<file path="config.mk">
export PLATFORM = sky130hd
export DESIGN_NAME = stopwatch_ctrl_flat
export DESIGN_NICKNAME = d
export VERILOG_FILES = /design/src/rtl/stopwatch_pkg.sv /design/src/rtl/stopwatch_ctrl_if.sv /design/src/rtl/btn_debounce.sv /design/src/rtl/stopwatch_ctrl.sv /design/src/flat_wrapper.sv
export SDC_FILE = /design/constraint.sdc
export NUM_CORES = 1
export LEC_CHECK = 0
export ABC_CLOCK_PERIOD_IN_PS = 2020
export CAP_MARGIN = 10
export CORE_MARGIN = 4
export CORE_UTILIZATION = 57
export CTS_CLUSTER_DIAMETER = 60
export DETAILED_ROUTE_END_ITERATION = 16
export DONT_BUFFER_PORTS = 1
export GPL_TIMING_DRIVEN = 0
export PLACE_DENSITY = 0.75
export SYNTH_ARGS = -nofsm -noshare
export SYNTH_HDL_FRONTEND = slang
export SYNTH_SLANG_ARGS = --single-unit
</file>
<file path="constraint.sdc">
create_clock -name clk -period 2.02 [get_ports clk]
set_input_delay 0.303 -clock clk [delete_from_list [all_inputs] [get_ports clk]]
set_output_delay 0.303 -clock clk [all_outputs]
set_load 0.1 [all_outputs]
</file>
<file path="src/rtl/stopwatch_pkg.sv">
// Shared types and constants for the stopwatch control/timing block.
package stopwatch_pkg;

    // Run/pause state encoding.
    typedef enum logic {
        StRunning = 1'b0,
        StPaused  = 1'b1
    } sw_state_e;

    // Board defaults for a 100 MHz clock.
    localparam int unsigned DefTick4Div = 25_000_000;  // 4 Hz base tick
    localparam int unsigned DefScanDiv  = 100_000;     // 1 kHz digit scan
    localparam int unsigned DefDbCycles = 1_000_000;   // 10 ms debounce

    // SEL switch meaning.
    localparam logic SelMinutes = 1'b0;
    localparam logic SelSeconds = 1'b1;

endpackage

</file>
<file path="src/rtl/stopwatch_ctrl_if.sv">
// Board-side bundle: raw inputs into the controller, strobes out to datapath/display.
interface stopwatch_ctrl_if;

    logic SEL;
    logic ADJ;
    logic PAUSE;
    logic RESET;

    logic cnt_en;
    logic adj_min_en;
    logic adj_sec_en;
    logic clr;
    logic blink;
    logic scan_tick;
    logic adj_mode;
    logic paused;

    // Board / test side: drives the switches and buttons, consumes the strobes.
    modport master (
        output SEL, ADJ, PAUSE, RESET,
        input  cnt_en, adj_min_en, adj_sec_en, clr, blink, scan_tick, adj_mode, paused
    );

    // Controller side.
    modport slave (
        input  SEL, ADJ, PAUSE, RESET,
        output cnt_en, adj_min_en, adj_sec_en, clr, blink, scan_tick, adj_mode, paused
    );

endinterface

</file>
<file path="src/rtl/btn_debounce.sv">
// Two-flop synchronizer, stability-count debouncer and rising-edge detect for one raw input.
module btn_debounce
    import stopwatch_pkg::*;
#(
    parameter int unsigned DB_CYCLES = DefDbCycles
) (
    input  logic clk,
    input  logic RESET_N,
    input  logic din,
    output logic level,
    output logic rise
);

    localparam int unsigned CntW = (DB_CYCLES > 1) ? $clog2(DB_CYCLES) : 1;
    localparam logic [CntW-1:0] CntMax = CntW'(DB_CYCLES - 1);

    logic            sync1_q, sync2_q;
    logic            level_q, level_d;
    logic            rise_q, rise_d;
    logic [CntW-1:0] cnt_q, cnt_d;

    // Accept the synced value once it has disagreed with the level DB_CYCLES cycles in a row.
    always_comb begin
        cnt_d   = '0;
        level_d = level_q;
        rise_d  = 1'b0;
        if (sync2_q != level_q) begin
            if (cnt_q == CntMax) begin
                level_d = sync2_q;
                rise_d  = sync2_q;
            end else begin
                cnt_d = cnt_q + CntW'(1);
            end
        end
    end

    // Synchronizer and debounce state.
    always_ff @(posedge clk or negedge RESET_N) begin
        if (!RESET_N) begin
            sync1_q <= 1'b0;
            sync2_q <= 1'b0;
            level_q <= 1'b0;
            rise_q  <= 1'b0;
            cnt_q   <= '0;
        end else begin
            sync1_q <= din;
            sync2_q <= sync1_q;
            level_q <= level_d;
            rise_q  <= rise_d;
            cnt_q   <= cnt_d;
        end
    end

    assign level = level_q;
    assign rise  = rise_q;

endmodule

</file>
<file path="src/rtl/stopwatch_ctrl.sv">
// Stopwatch control and timing sequencer: input conditioning, run/pause FSM, prescaler,
// display scan tick and all registered enable strobes for the counter datapath.
module stopwatch_ctrl
    import stopwatch_pkg::*;
#(
    parameter int unsigned TICK4_DIV = DefTick4Div,
    parameter int unsigned SCAN_DIV  = DefScanDiv,
    parameter int unsigned DB_CYCLES = DefDbCycles
) (
    input logic             clk,
    input logic             RESET_N,
    stopwatch_ctrl_if.slave bus
);

    localparam int unsigned PreW  = (TICK4_DIV > 1) ? $clog2(TICK4_DIV) : 1;
    localparam int unsigned ScanW = (SCAN_DIV > 1) ? $clog2(SCAN_DIV) : 1;
    localparam logic [PreW-1:0]  PreMax  = PreW'(TICK4_DIV - 1);
    localparam logic [ScanW-1:0] ScanMax = ScanW'(SCAN_DIV - 1);

    logic sel_lvl, adj_lvl, pause_rise, reset_rise;
    logic sel_rise_unused, adj_rise_unused, pause_lvl_unused, reset_lvl_unused;

    btn_debounce #(.DB_CYCLES(DB_CYCLES)) u_db_sel (
        .clk     (clk),
        .RESET_N (RESET_N),
        .din     (bus.SEL),
        .level   (sel_lvl),
        .rise    (sel_rise_unused)
    );

    btn_debounce #(.DB_CYCLES(DB_CYCLES)) u_db_adj (
        .clk     (clk),
        .RESET_N (RESET_N),
        .din     (bus.ADJ),
        .level   (adj_lvl),
        .rise    (adj_rise_unused)
    );

    btn_debounce #(.DB_CYCLES(DB_CYCLES)) u_db_pause (
        .clk     (clk),
        .RESET_N (RESET_N),
        .din     (bus.PAUSE),
        .level   (pause_lvl_unused),
        .rise    (pause_rise)
    );

    btn_debounce #(.DB_CYCLES(DB_CYCLES)) u_db_reset (
        .clk     (clk),
        .RESET_N (RESET_N),
        .din     (bus.RESET),
        .level   (reset_lvl_unused),
        .rise    (reset_rise)
    );

    // ---------------- Prescaler: 4 Hz tick, 2-bit phase, blink ----------------
    logic [PreW-1:0] pre_q, pre_d;
    logic [1:0]      phase_q, phase_d;
    logic            blink_q, blink_d;
    logic            t4, t2, t1;

    // Free-running divider; a RESET press restarts it so the next second is a full one.
    always_comb begin
        t4      = (pre_q == PreMax);
        pre_d   = t4 ? '0 : pre_q + PreW'(1);
        phase_d = t4 ? phase_q + 2'd1 : phase_q;
        blink_d = t4 ? ~blink_q : blink_q;
        if (reset_rise) begin
            pre_d   = '0;
            phase_d = 2'd0;
            blink_d = 1'b0;
        end
    end

    assign t2 = t4 & phase_q[0];
    assign t1 = t4 & (phase_q == 2'd3);

    // Prescaler registers.
    always_ff @(posedge clk or negedge RESET_N) begin
        if (!RESET_N) begin
            pre_q   <= '0;
            phase_q <= 2'd0;
            blink_q <= 1'b0;
        end else begin
            pre_q   <= pre_d;
            phase_q <= phase_d;
            blink_q <= blink_d;
        end
    end

    // ---------------- Display scan counter ----------------
    logic [ScanW-1:0] scan_q, scan_d;
    logic             scan_tick_q, scan_tick_d;

    // Free-running; only RESET_N touches it.
    always_comb begin
        scan_tick_d = (scan_q == ScanMax);
        scan_d      = scan_tick_d ? '0 : scan_q + ScanW'(1);
    end

    // Scan registers.
    always_ff @(posedge clk or negedge RESET_N) begin
        if (!RESET_N) begin
            scan_q      <= '0;
            scan_tick_q <= 1'b0;
        end else begin
            scan_q      <= scan_d;
            scan_tick_q <= scan_tick_d;
        end
    end

    // ---------------- Run/pause FSM ----------------
    sw_state_e state_q, state_d;
    logic      cnt_en_q, cnt_en_d;
    logic      adj_min_en_q, adj_min_en_d;
    logic      adj_sec_en_q, adj_sec_en_d;
    logic      clr_q, clr_d;

    // State register.
    always_ff @(posedge clk or negedge RESET_N) begin
        if (!RESET_N) begin
            state_q <= StRunning;
        end else begin
            state_q <= state_d;
        end
    end

    // Next state: RESET forces RUNNING and swallows a coincident PAUSE toggle.
    // PAUSE toggles even in adjust mode; cnt_en gating makes it take effect afterwards.
    always_comb begin
        state_d = state_q;
        if (reset_rise) begin
            state_d = StRunning;
        end else if (pause_rise) begin
            state_d = (state_q == StRunning) ? StPaused : StRunning;
        end
    end

    // Output decode: enables gated by levels on the tick cycle; a clear suppresses them.
    always_comb begin
        clr_d        = reset_rise;
        cnt_en_d     = t1 && (state_q == StRunning) && !adj_lvl && !reset_rise;
        adj_min_en_d = t2 && adj_lvl && (sel_lvl == SelMinutes) && !reset_rise;
        adj_sec_en_d = t2 && adj_lvl && (sel_lvl == SelSeconds) && !reset_rise;
    end

    // Registered strobes.
    always_ff @(posedge clk or negedge RESET_N) begin
        if (!RESET_N) begin
            clr_q        <= 1'b0;
            cnt_en_q     <= 1'b0;
            adj_min_en_q <= 1'b0;
            adj_sec_en_q <= 1'b0;
        end else begin
            clr_q        <= clr_d;
            cnt_en_q     <= cnt_en_d;
            adj_min_en_q <= adj_min_en_d;
            adj_sec_en_q <= adj_sec_en_d;
        end
    end

    assign bus.cnt_en     = cnt_en_q;
    assign bus.adj_min_en = adj_min_en_q;
    assign bus.adj_sec_en = adj_sec_en_q;
    assign bus.clr        = clr_q;
    assign bus.blink      = blink_q;
    assign bus.scan_tick  = scan_tick_q;
    assign bus.adj_mode   = adj_lvl;
    assign bus.paused     = (state_q == StPaused);

endmodule

</file>
<file path="src/flat_wrapper.sv">
// flat-port wrapper written by rule: the top's interface ports become plain ports
module stopwatch_ctrl_flat import stopwatch_pkg::*;
#(
    parameter int unsigned TICK4_DIV = DefTick4Div,
    parameter int unsigned SCAN_DIV  = DefScanDiv,
    parameter int unsigned DB_CYCLES = DefDbCycles
)
  (clk, RESET_N, bus_SEL, bus_ADJ, bus_PAUSE, bus_RESET, bus_cnt_en, bus_adj_min_en, bus_adj_sec_en, bus_clr, bus_blink, bus_scan_tick, bus_adj_mode, bus_paused);
  stopwatch_ctrl_if bus_i ();
  input logic clk;
  input logic RESET_N;
  input wire logic [$bits(bus_i.SEL)-1:0] bus_SEL;
  input wire logic [$bits(bus_i.ADJ)-1:0] bus_ADJ;
  input wire logic [$bits(bus_i.PAUSE)-1:0] bus_PAUSE;
  input wire logic [$bits(bus_i.RESET)-1:0] bus_RESET;
  output wire logic [$bits(bus_i.cnt_en)-1:0] bus_cnt_en;
  output wire logic [$bits(bus_i.adj_min_en)-1:0] bus_adj_min_en;
  output wire logic [$bits(bus_i.adj_sec_en)-1:0] bus_adj_sec_en;
  output wire logic [$bits(bus_i.clr)-1:0] bus_clr;
  output wire logic [$bits(bus_i.blink)-1:0] bus_blink;
  output wire logic [$bits(bus_i.scan_tick)-1:0] bus_scan_tick;
  output wire logic [$bits(bus_i.adj_mode)-1:0] bus_adj_mode;
  output wire logic [$bits(bus_i.paused)-1:0] bus_paused;
  assign bus_i.SEL = bus_SEL;
  assign bus_i.ADJ = bus_ADJ;
  assign bus_i.PAUSE = bus_PAUSE;
  assign bus_i.RESET = bus_RESET;
  assign bus_cnt_en = bus_i.cnt_en;
  assign bus_adj_min_en = bus_i.adj_min_en;
  assign bus_adj_sec_en = bus_i.adj_sec_en;
  assign bus_clr = bus_i.clr;
  assign bus_blink = bus_i.blink;
  assign bus_scan_tick = bus_i.scan_tick;
  assign bus_adj_mode = bus_i.adj_mode;
  assign bus_paused = bus_i.paused;
  stopwatch_ctrl #(.TICK4_DIV(TICK4_DIV), .SCAN_DIV(SCAN_DIV), .DB_CYCLES(DB_CYCLES)) u_core (.clk(clk), .RESET_N(RESET_N), .bus(bus_i));
endmodule
</file>
==> metrics.md, run 1 <==
| Metric | Value |
|---|---|
| Hold slack | `-0.421 ns` |
| VDD IR-drop max | `~670 uV` |
| Dominant synthesized flop cell | `dfrtp_1` |
| Placement row count | `39` |
| DRC Markers | `0` |
| Status | `complete, but fails checks` |
| Failing checks | `negative hold slack` |
| Worst-margin pin slew | `between 1 and 1.5 ns` |
| Layout Nets | `between 700 and 800` |
| Share of cells above drive strength 1 | `16.7%` |
| Clk Latency, worst-skew pair | `between 0.4 and 0.5 ns` |
| Die H | `between 100 and 150 um` |
| IO Count | `14` |
| Yosys top cell area share | `~52%` |
| Synth Area in Simple Gates | `26.0%` |
| H-tree depth | `4` |
| CORE AREA | `roughly 12,000 sq um` |
| Port buffer count | `0` |
| Area leader, netlist | `dfrtp_1` |
| Initial antenna violation count | `0` |
| Post-placement setup slack | `-0.347 ns` |
| Synth Register Bits | `145` |
| Post-Syn Area | `just under 7000 sq um` |
| Final period util | `98.4%` |
| Critical-path cell with the highest stage delay | `or4_4` |
| Worst Path Required | `about 2.4 ns` |
| CP startpoint kind | `flop` |
| Pre-antenna DRT Iters | `5` |
| CP Class | `reg2reg` |
| CP Max Fanout | `7` |
| Critical path endpoint category | `flop` |
| Top post-synthesis cells by area | `dfrtp_1, xnor2_1, xor2_1` |
| Multiplexer share of the synthesized area | `less than 1%` |
| Clk slew on worst S/H paths | `0.06 ns` |
| Crit path arrival time | `2.34 ns` |
| Detailed-route wire length per cell | `~16 um` |
| Die area | `approximately 14,000 sq um` |
| Sequential area share after synthesis | `52.4%` |
| Buf+Inv Stages, Crit Path | `1` |
| Fill count | `833` |
| Detailed Place HPWL | `8810 um` |
| Global route overflow | `0` |
| Post-synthesis xor/xnor area fraction | `under 10%` |
| Post-synth EDFFs | `0` |
| Asr flop ratio synth | `between 90% and 100%` |
| Count of final setup violators | `0` |
| Cell Pwr Density | `~730 nW/um^2` |
| # hold bufs at CTS | `4` |
| Max-cap violations | `0` |
| First-pass GRT wire length | `between 20,000 and 25,000 um` |
| Warning count from the yosys run | `0` |
| Vias after detailed routing | `~5,400` |
| Pwr Total | `around 6000 uW` |
| Largest net degree at the start of global routing | `146` |
| Synth Area in Adders | `around 1.3%` |
| Layout area overhead | `17.7%` |
| ANT cells | `0` |
| Synth Instances | `just under 700` |
| Clock Path Buffers | `2` |
| Detail Route Antenna Nets | `0` |
| Max stage delay on crit path | `around 0.52 ns` |
| TritonCTS clock tree | `built` |
| Vias in the first global route | `5,238` |
| Clock tree sinks | `145` |
| R2R setup slack | `roughly 0.031 ns` |
| Multi-input gate area | `3250 sq um` |
| DR iter-0 viols | `between 400 and 500` |
| Layout Skew | `around 0.014 ns` |
| CTS Root Cell | `clkbuf_16` |
| Final WS setup | `between 0.03 and 0.04 ns` |
| Post-layout min period | `a little under 2 ns` |
| Post-Route WL | `around 14,000 um` |
| Syn_area_per_cell | `9.98 sq um` |
| CP Cell Sequence | `ha_2 -> nand2_2 -> or4_4 -> buf_6 -> or4_4 -> a21oi_2` |
| Register Area | `3640 sq um` |
| RePlAce Congestion | `roughly 0.8` |
| Worst path top cell family by delay | `simple AND/OR/NAND/NOR gates` |
| Width of the die | `118 um` |
| GRT Resource Usage Total | `between 20% and 30%` |
| Syn Nets | `about 710` |
| Distinct cells, synth | `38` |
| Starting Density | `around three fifths` |
| Fmax | `around 500 MHz` |
| TritonCTS buffer count | `17` |
| RSZ-0062 raised after global routing | `true` |
| Largest family of logic cells by synthesized area | `simple AND/OR/NAND/NOR gates` |
| Hold WC Path Type | `in2async` |
| Synth Area in Compound Gates | `between 7 and 8%` |
| LEAKAGE | `0.00331 uW` |
| Final hold violations | `roughly 150` |
| Most used cell, CP | `or4_4` |
| Final slew viol count | `0` |
| Slew Limit Headroom | `32.2%` |
| Routed vias/inst | `between 6 and 7` |
cells by family (layout without fill, tap and decap cells):
kind of cell	count (synthesis)	count (layout)
AO/OA/AOI/OAI	85	85
XOR/XNOR	78	78
adder cells (fa/ha/maj)	7	7
buffers and inverters	46	114
flip-flops	145	145
multiplexers	4	4
AND/OR/NAND/NOR	329	329
layout by cell type (no fill, tap or decap), drive strengths merged, types with 3 or more instances in the layout:
| cell | instances |
|---|---|
| clkbuf | 31 |
| nand2 | 40 |
| o21ai | 26 |
| nor4 | 19 |
| clkinvlp | 7 |
| dfrtp | 145 |
| or3 | 22 |
| a21oi | 40 |
| xor2 | 38 |
| nand3 | 42 |
| o31ai | 19 |
| and4 | 13 |
| dlygate4sd3 | 4 |
| inv | 22 |
| clkinv | 5 |
| and2 | 5 |
| xnor2 | 40 |
| ha | 7 |
| nor3 | 17 |
| nand4 | 33 |
| and3 | 12 |
| nor2 | 88 |
| mux2 | 4 |
| nand4b | 5 |
| nor4bb | 3 |
| or4 | 21 |
| buf | 44 |
| nor4b | 4 |
final cells by class:
type / count / area share [%]
plain buffers: 20 / 1.53
clock buffers: 18 / 5.39
clock inverters: 14 / 1.35
inverters: 20 / 0.921
multi-input cells: 503 / 39.9
flip-flops and latches: 145 / 44.7
well taps: 143 / 2.19
repair buffers: 42 / 4.04
synth_stat cells (5+ instances only):
cell,n
dfrtp_1,145
nor2_1,88
nand3_1,42
nand2_1,40
xnor2_1,40
a21oi_1,39
xor2_1,38
nand4_1,29
o21ai_0,25
or3_1,22
inv_1,20
or4_1,20
nor4_1,19
clkbuf_1,18
nor3_1,17
o31ai_1,17
and4_1,13
and3_1,12
ha_1,7
and2_1,5
nand4b_1,5
through the flow:
stage	util [%]	hold WS, ns	setup TNS [ns]	std cells	area (sq um)
2_1_floorplan	-	0.00741	0	694	6930
5_1_grt	69.9	-0.450	-0.146	905	8150
4_1_cts	67.9	-0.437	0	888	7920
6_report	69.9	-0.421	0	905	8150
3_5_place_dp	60.9	0.0115	-10.69	837	7110
3_3_place_gp	60.9	0.0126	-6.24	837	7110
flip-flops by register name, summed over array words and instances (netlist names), 2 cells and up:
signal	cells
u_core.u_db_sel.cnt_q	20
u_core.pre_q	25
u_core.scan_q	17
u_core.u_db_reset.cnt_q	20
u_core.u_db_pause.cnt_q	20
u_core.u_db_adj.cnt_q	20
u_core.phase_q	2
what timing repair did:
| item | in CTS | in global routing |
|---|---|---|
| endpoints found under the setup margin | 64 | 76 |
| resized for setup | 28 | 34 |
| setup buffers | 17 | 20 |
| pin swaps | 6 | 10 |
| gates cloned | 0 | 1 |
| endpoints found under the hold margin | 149 | 145 |
metal layers:
layer	track usage [%]	part of all wire, %	vias to the layer above
li1	-	-	2600
met1	26.9	45	2702
met2	34.5	50	123
met3	5.68	3.6	22
met4	6.89	1.5	0
met5	0	0	-
power breakdown:
group | total (uW) | internal (uW) | switching [uW] | leakage, uW
logic | 133 | 66.0 | 66.6 | 0.00111
clock network | 2870 | 1610 | 1260 | 0.000247
registers | 2960 | 2930 | 28.4 | 0.00195
total | 5960 | 4610 | 1350 | 0.00331
worst paths after layout:
kind / from / endpoint / cells past startpoint
min: RESET_N / u_core.pre_q[11]$_DFF_PN0_ / 0
min in group clk: u_core.u_db_pause.sync1_q$_DFF_PN0_ / u_core.u_db_pause.sync2_q$_DFF_PN0_ / 0
max reg2reg: u_core.u_db_sel.cnt_q[1]$_DFF_PN0_ / u_core.u_db_sel.cnt_q[18]$_DFF_PN0_ / 6
min reg2reg: u_core.u_db_pause.sync1_q$_DFF_PN0_ / u_core.u_db_pause.sync2_q$_DFF_PN0_ / 0
max: u_core.u_db_sel.cnt_q[1]$_DFF_PN0_ / u_core.u_db_sel.cnt_q[18]$_DFF_PN0_ / 6
max in group asynchronous: RESET_N / u_core.pre_q[12]$_DFF_PN0_ / 0
worst register-to-register path: cells and delay by family (launching register included):
family	cells	cell delay, ns
buffers and inverters	1	0.15
AOI/OAI and AO/OA	1	0.14
and+or+nand+nor	3	1.07
adders and majority gates	1	0.20
DFF	1	0.36
(Power assumes the default switching activity.)
==> run 2: changes to the inputs <==
--- a/config.mk
+++ b/config.mk
@@ -6,14 +6,15 @@
 export NUM_CORES = 1
 export LEC_CHECK = 0
 export ABC_CLOCK_PERIOD_IN_PS = 2020
-export CAP_MARGIN = 10
+export CELL_PAD_IN_SITES_DETAIL_PLACEMENT = 0
+export CELL_PAD_IN_SITES_GLOBAL_PLACEMENT = 1
 export CORE_MARGIN = 4
-export CORE_UTILIZATION = 57
+export CORE_UTILIZATION = 46
 export CTS_CLUSTER_DIAMETER = 60
 export DETAILED_ROUTE_END_ITERATION = 16
 export DONT_BUFFER_PORTS = 1
 export GPL_TIMING_DRIVEN = 0
-export PLACE_DENSITY = 0.75
+export PLACE_DENSITY_LB_ADDON = 0.1
 export SYNTH_ARGS = -nofsm -noshare
 export SYNTH_HDL_FRONTEND = slang
 export SYNTH_SLANG_ARGS = --single-unit
==> metrics.md, run 2 (synthesized netlist as in run 1, its figures left out) <==
| Metric | Value |
|---|---|
| Status | `complete, but fails checks` |
| Failing checks | `negative hold slack` |
| TritonCTS clock tree | `built` |
| Width of the die | `131 um` |
| CP Max Fanout | `5` |
| Slew Limit Headroom | `between 30% and 40%` |
| Max-cap violations | `0` |
| Final instance area | `~8100 sq um` |
| Clk slew on worst S/H paths | `approximately 0.060 ns` |
| CP startpoint kind | `flop` |
| Die area | `around 17,000 sq um` |
| Non-Filler Instances | `940` |
| Utilization after layout | `a little under three fifths` |
| Pre-antenna DRT Iters | `4` |
| Fmax | `508 MHz` |
| VDD IR-drop max | `approximately 670 uV` |
| Layout area overhead | `17.6%` |
| Placement row count | `44` |
| ANT cells | `0` |
| Reg2Reg Launch Point | `u_core.pre_q[2]$_DFF_PN0_` |
| Post-placement setup slack | `-0.245 ns` |
| Clk Latency, worst-skew pair | `0.41 ns` |
| Clock Path Buffers | `2` |
| Post-Route WL | `between 10,000 and 15,000 um` |
| TritonCTS buffer count | `17` |
| Hold WC Path Type | `in2async` |
| Cell Area, Placed | `just over 7000 sq um` |
| Final hold violations | `around 150` |
| First-pass GRT wire length | `about 23,000 um` |
| Global route overflow | `0` |
| Port buffer count | `0` |
| Share of cells above drive strength 1 | `approximately 16%` |
| Count of final setup violators | `0` |
| Vias after detailed routing | `about 5,300` |
| # hold bufs at CTS | `4` |
| Detail Route Antenna Nets | `0` |
| Starting Density | `between 40% and 50%` |
| Detailed Place HPWL | `slightly below 9000 um` |
| Final period util | `roughly 97%` |
| Cell Pwr Density | `between 700 and 800 nW/um^2` |
| Detailed-route wire length per cell | `around 15 um` |
| CP Class | `reg2reg` |
| Max FFs per register | `25` |
| Crit path arrival time | `around 2.3 ns` |
| Most frequent cells in the layout | `dfrtp_1, nor2_1, nand3_1, buf_4, xnor2_1` |
| Final WS setup | `0.0534 ns` |
| Critical path endpoint category | `flop` |
| Placed insts | `approximately 880` |
| Clock tree sinks | `between 100 and 150` |
| Layout Nets | `761` |
| Worst Path Required | `around 2.4 ns` |
| Die H | `~130 um` |
| Register name with the most flops | `u_core.pre_q` |
| Routed vias/inst | `5.61` |
| GRT Resource Usage Total | `about 17%` |
| Most common cell after layout, fill and taps aside | `dfrtp_1` |
| LEAKAGE | `roughly 0.0033 uW` |
| H-tree depth | `4` |
| Initial antenna violation count | `0` |
| Largest net degree at the start of global routing | `146` |
| DR iter-0 viols | `roughly 330` |
| IO Count | `14` |
| Hold slack | `-0.412 ns` |
| Crit path from | `u_core.pre_q[2]$_DFF_PN0_` |
| CTS Root Cell | `clkbuf_16` |
| DRC Markers | `0` |
| Vias in the first global route | `approximately 4,900` |
| Post-layout min period | `about 2.0 ns` |
| Layout Skew | `roughly 0.008 ns` |
| Final slew viol count | `0` |
| RePlAce Congestion | `approximately 0.8` |
| CORE AREA | `around 15,000 sq um` |
| Worst-margin pin slew | `between 1 and 1.5 ns` |
==> run 2: repair_timing <==
item                       CTS  global route
setup endpoints to repair   70            72
resized for setup           26            37
setup buffers               11            25
hold endpoints to repair   149           145
cloned                       1             1
pin swaps                    5            12
==> run 2: through the flow <==
stage | total power [uW] | TNS [ns]
5_1_grt | 6010 | -0.0108
3_5_place_dp | 3090 | -9.03
2_1_floorplan | 3070 | 0
3_3_place_gp | 3090 | -7.95
6_report | 5760 | 0
4_1_cts | 5830 | 0
==> run 2: worst paths after layout <==
check / slack, ns / cells past startpoint / end
max: 0.05 / 6 / u_core.pre_q[19]$_DFF_PN0_
min: -0.41 / 0 / u_core.pre_q[12]$_DFF_PN0_
max reg2reg: 0.05 / 6 / u_core.pre_q[19]$_DFF_PN0_
min reg2reg: 0.35 / 0 / u_core.u_db_reset.sync2_q$_DFF_PN0_
max in group asynchronous: 2.20 / 0 / u_core.scan_q[13]$_DFF_PN0_
min in group clk: 0.35 / 0 / u_core.u_db_reset.sync2_q$_DFF_PN0_
==> run 2: area by class of cell <==
class	instances	area [sq um]
Multi-Input combinational cell	503	3260
Tap cell	184	230
Sequential cell	145	3650
Fill cell	1295	6500
Clock buffer	19	443
Buffer	19	123
Clock inverter	8	45.0
Inverter	20	75.1
Timing Repair Buffer	42	327
==> run 2: critical path: stages (launching register included) <==
cell and delay, ns:
dfrtp_1 0.35, buf_8 0.12, nand4_4 0.12, or4_4 0.54, buf_6 0.15, or4_1 0.46, a21oi_1 0.16
==> run 2: power by group <==
part	switching (uW)	internal, uW	leakage [uW]
clock	1120	1550	0.000242
combinational	65.1	64.4	0.00111
sequential	28.4	2930	0.00195
==> run 2: per-layer routing <==
| layer | part of all wire, % | GRT usage [%] |
|---|---|---|
| met1 | 50 | 23.0 |
| met2 | 47 | 26.7 |
| met3 | 2.2 | 3.98 |
| met4 | 0.94 | 5.99 |
| met5 | 0 | 0 |
==> run 3: changes to the inputs <==
--- a/config.mk
+++ b/config.mk
@@ -5,11 +5,12 @@
 export SDC_FILE = /design/constraint.sdc
 export NUM_CORES = 1
 export LEC_CHECK = 0
+export ABC_AREA = 1
 export ABC_CLOCK_PERIOD_IN_PS = 2020
 export CELL_PAD_IN_SITES_DETAIL_PLACEMENT = 0
 export CELL_PAD_IN_SITES_GLOBAL_PLACEMENT = 1
 export CORE_MARGIN = 4
-export CORE_UTILIZATION = 46
+export CORE_UTILIZATION = 44
 export CTS_CLUSTER_DIAMETER = 60
 export DETAILED_ROUTE_END_ITERATION = 16
 export DONT_BUFFER_PORTS = 1
==> metrics.md, run 3 <==
| Metric | Value |
|---|---|
| Largest net degree at the start of global routing | `146` |
| Sequential area share after synthesis | `a little under half` |
| GRT Resource Usage Total | `between 15 and 20%` |
| CP Class | `reg2reg` |
| Layout area overhead | `12.2%` |
| Layout Skew | `around 0.011 ns` |
| R2R Path End | `u_core.u_db_adj.cnt_q[8]$_DFF_PN0_` |
| Syn_area_per_cell | `about 8 sq um` |
| Global route overflow | `0` |
| Clk slew on worst S/H paths | `around 0.06 ns` |
| Routed vias/inst | `4.81` |
| Max-cap violations | `0` |
| CTS Root Cell | `clkbuf_16` |
| CORE AREA | `about 17,000 sq um` |
| RSZ-0062 raised after global routing | `false` |
| CP Max Fanout | `9` |
| Detailed Place HPWL | `between 10,000 and 15,000 um` |
| Syn Nets | `just under 1,000` |
| TritonCTS buffer count | `17` |
| Non-Filler Instances | `1,230` |
| Max FFs per register | `25` |
| Die H | `between 100 and 150 um` |
| H-tree depth | `4` |
| Worst-margin pin slew | `approximately 1.0 ns` |
| Cts repair resizes | `0` |
| Final slew viol count | `0` |
| Post-layout min period | `approximately 1.9 ns` |
| Post-Syn Area | `7750 sq um` |
| Pre-antenna DRT Iters | `4` |
| Placed insts | `around 1,200` |
| Yosys top cell area share | `a little under half` |
| Vias in the first global route | `5,861` |
| Top-count cell post-synth | `nor2_1` |
| Distinct cells, synth | `33` |
| Starting Density | `~45%` |
| Clock Path Buffers | `2` |
| ANT cells | `0` |
| Share of cells above drive strength 1 | `between 10% and 20%` |
| Most frequent cells in the layout | `nor2_1, nand2_1, dfrtp_1, inv_1, nand3_1` |
| Failing checks | `negative hold slack` |
| Initial antenna violation count | `0` |
| Final period util | `between 90% and 100%` |
| Placement row count | `between 40 and 50` |
| Top post-synthesis cells by area | `dfrtp_1, nor2_1, nand2_1` |
| Width of the die | `141 um` |
| Synth Instances | `between 900 and 1,000` |
| DRC Markers | `0` |
| Port buffer count | `0` |
| Setup TNS | `0 ns` |
| Count of final setup violators | `0` |
| Reg2Reg Launch Point | `u_core.u_db_adj.level$_DFFE_PN0P_` |
| Reg2reg path depth | `3` |
| Cell Pwr Density | `between 700 and 800 nW/um^2` |
| Critical path endpoint category | `flop` |
| Warning count from the yosys run | `0` |
| Post-Route WL | `15,700 um` |
| Slew Limit Headroom | `30.8%` |
| Postcts setup bufs | `0` |
| Hold slack | `-0.414 ns` |
| LEAKAGE | `approximately 0.0038 uW` |
| R2R setup slack | `0.14 ns` |
| Post-synth EDFFs | `0` |
| Vias after detailed routing | `5,920` |
| Fill count | `between 1,500 and 2,000` |
| # hold bufs at CTS | `4` |
| Clk Latency, worst-skew pair | `0.41 ns` |
| CP startpoint kind | `flop` |
| Area leader, netlist | `dfrtp_1` |
| Clock tree sinks | `between 100 and 150` |
| Status | `complete, but fails checks` |
| Asr flop ratio synth | `100%` |
| TritonCTS clock tree | `built` |
| First-pass GRT wire length | `27,900 um` |
| Layout Nets | `around 1,000` |
| Dominant synthesized flop cell | `dfrtp_1` |
| VDD IR-drop max | `between 600 and 700 uV` |
| Crit path arrival time | `2.21 ns` |
| Detailed-route wire length per cell | `around 13 um` |
| Die area | `19,800 sq um` |
| Most common cell after layout, fill and taps aside | `nor2_1` |
| Worst Path Required | `roughly 2.4 ns` |
| Fmax | `between 500 and 600 MHz` |
| Final hold violations | `~150` |
| Detail Route Antenna Nets | `0` |
| Register name with the most flops | `u_core.pre_q` |
| RePlAce Congestion | `between 0.8 and 0.9` |
| DR iter-0 viols | `322` |
| Synth Register Bits | `145` |
| IO Count | `14` |
| Hold WC Path Type | `in2async` |
| Commonest cells post-synth | `nor2_1, nand2_1, dfrtp_1, inv_1, nand3_1` |
==> run 3: metrics by stage <==
stage | instance area (sq um) | power [uW] | worst slack (ns) | utilization (%) | hold slack, ns
3_3_place_gp | 8040 | 3090 | 0.153 | 46.5 | 0.0112
2_1_floorplan | 7750 | 3070 | 0.373 | - | 0.00741
5_1_grt | 8700 | 6620 | 0.0545 | 50.3 | -0.444
6_report | 8700 | 6380 | 0.144 | 50.3 | -0.414
3_5_place_dp | 8040 | 3090 | 0.166 | 46.5 | 0.0125
4_1_cts | 8700 | 6470 | 0.134 | 50.3 | -0.432
==> run 3: cell type report <==
type                       instances  area [sq um]  share of cell area (%)
clock buffer                      21           470                    5.40
inverter                         107           402                    4.61
sequential                       145          3630                    41.7
clock inverter                    10           158                    1.81
buffer                             2          15.0                   0.172
timing repair buffer               4          40.0                   0.460
tap                              225           282                    3.23
multi-input combinational        716          3710                    42.6
==> run 3: worst max path at each step <==
stage	start	end	slack, ns	depth (start not counted)
6_report	u_core.u_db_adj.level$_DFFE_PN0P_	u_core.u_db_adj.cnt_q[8]$_DFF_PN0_	0.14	3
5_1_grt	u_core.u_db_adj.level$_DFFE_PN0P_	u_core.u_db_adj.cnt_q[4]$_DFF_PN0_	0.05	3
4_1_cts	u_core.u_db_adj.level$_DFFE_PN0P_	u_core.u_db_adj.cnt_q[11]$_DFF_PN0_	0.13	3
3_5_place_dp	u_core.u_db_adj.level$_DFFE_PN0P_	u_core.u_db_adj.cnt_q[15]$_DFF_PN0_	0.17	3
3_3_place_gp	u_core.u_db_adj.level$_DFFE_PN0P_	u_core.u_db_adj.cnt_q[11]$_DFF_PN0_	0.15	3
2_1_floorplan	u_core.u_db_adj.level$_DFFE_PN0P_	u_core.u_db_adj.cnt_q[11]$_DFF_PN0_	0.37	3
==> run 3: routing by layer <==
metal	share of wire, %	vias up	wire length, um	track usage, %
met5	0	-	0	0
met4	0.48	0	76	3.98
met3	2.0	4	311	3.83
met2	45	53	7110	26.6
met1	52	2744	8240	24.4
li1	-	3119	-	-
==> run 3: worst max-delay path, cell delays in order (launching register included) <==
cell	delay [ns]
dfrtp_1	1.03
xor2_2	0.42
inv_2	0.20
nor2_1	0.15
==> run 3: report_power, final <==
group          leakage [uW]  internal [uW]  switching (uW)
registers           0.00197           2930            19.6
logic               0.00152           33.6            58.7
clock network      0.000301           2150            1180
==> run 3: cells by family (layout without fill, tap and decap cells) <==
logic type | Yosys count | after routing | synth area share (%)
and+or+nand+nor | 614 | 614 | 37.1
DFF | 145 | 145 | 46.8
buffers and inverters | 109 | 144 | 5.37
adders and majority gates | 7 | 7 | 1.13
xor gates and xnor gates | 59 | 59 | 7.05
AOI/OAI and AO/OA | 36 | 36 | 2.55
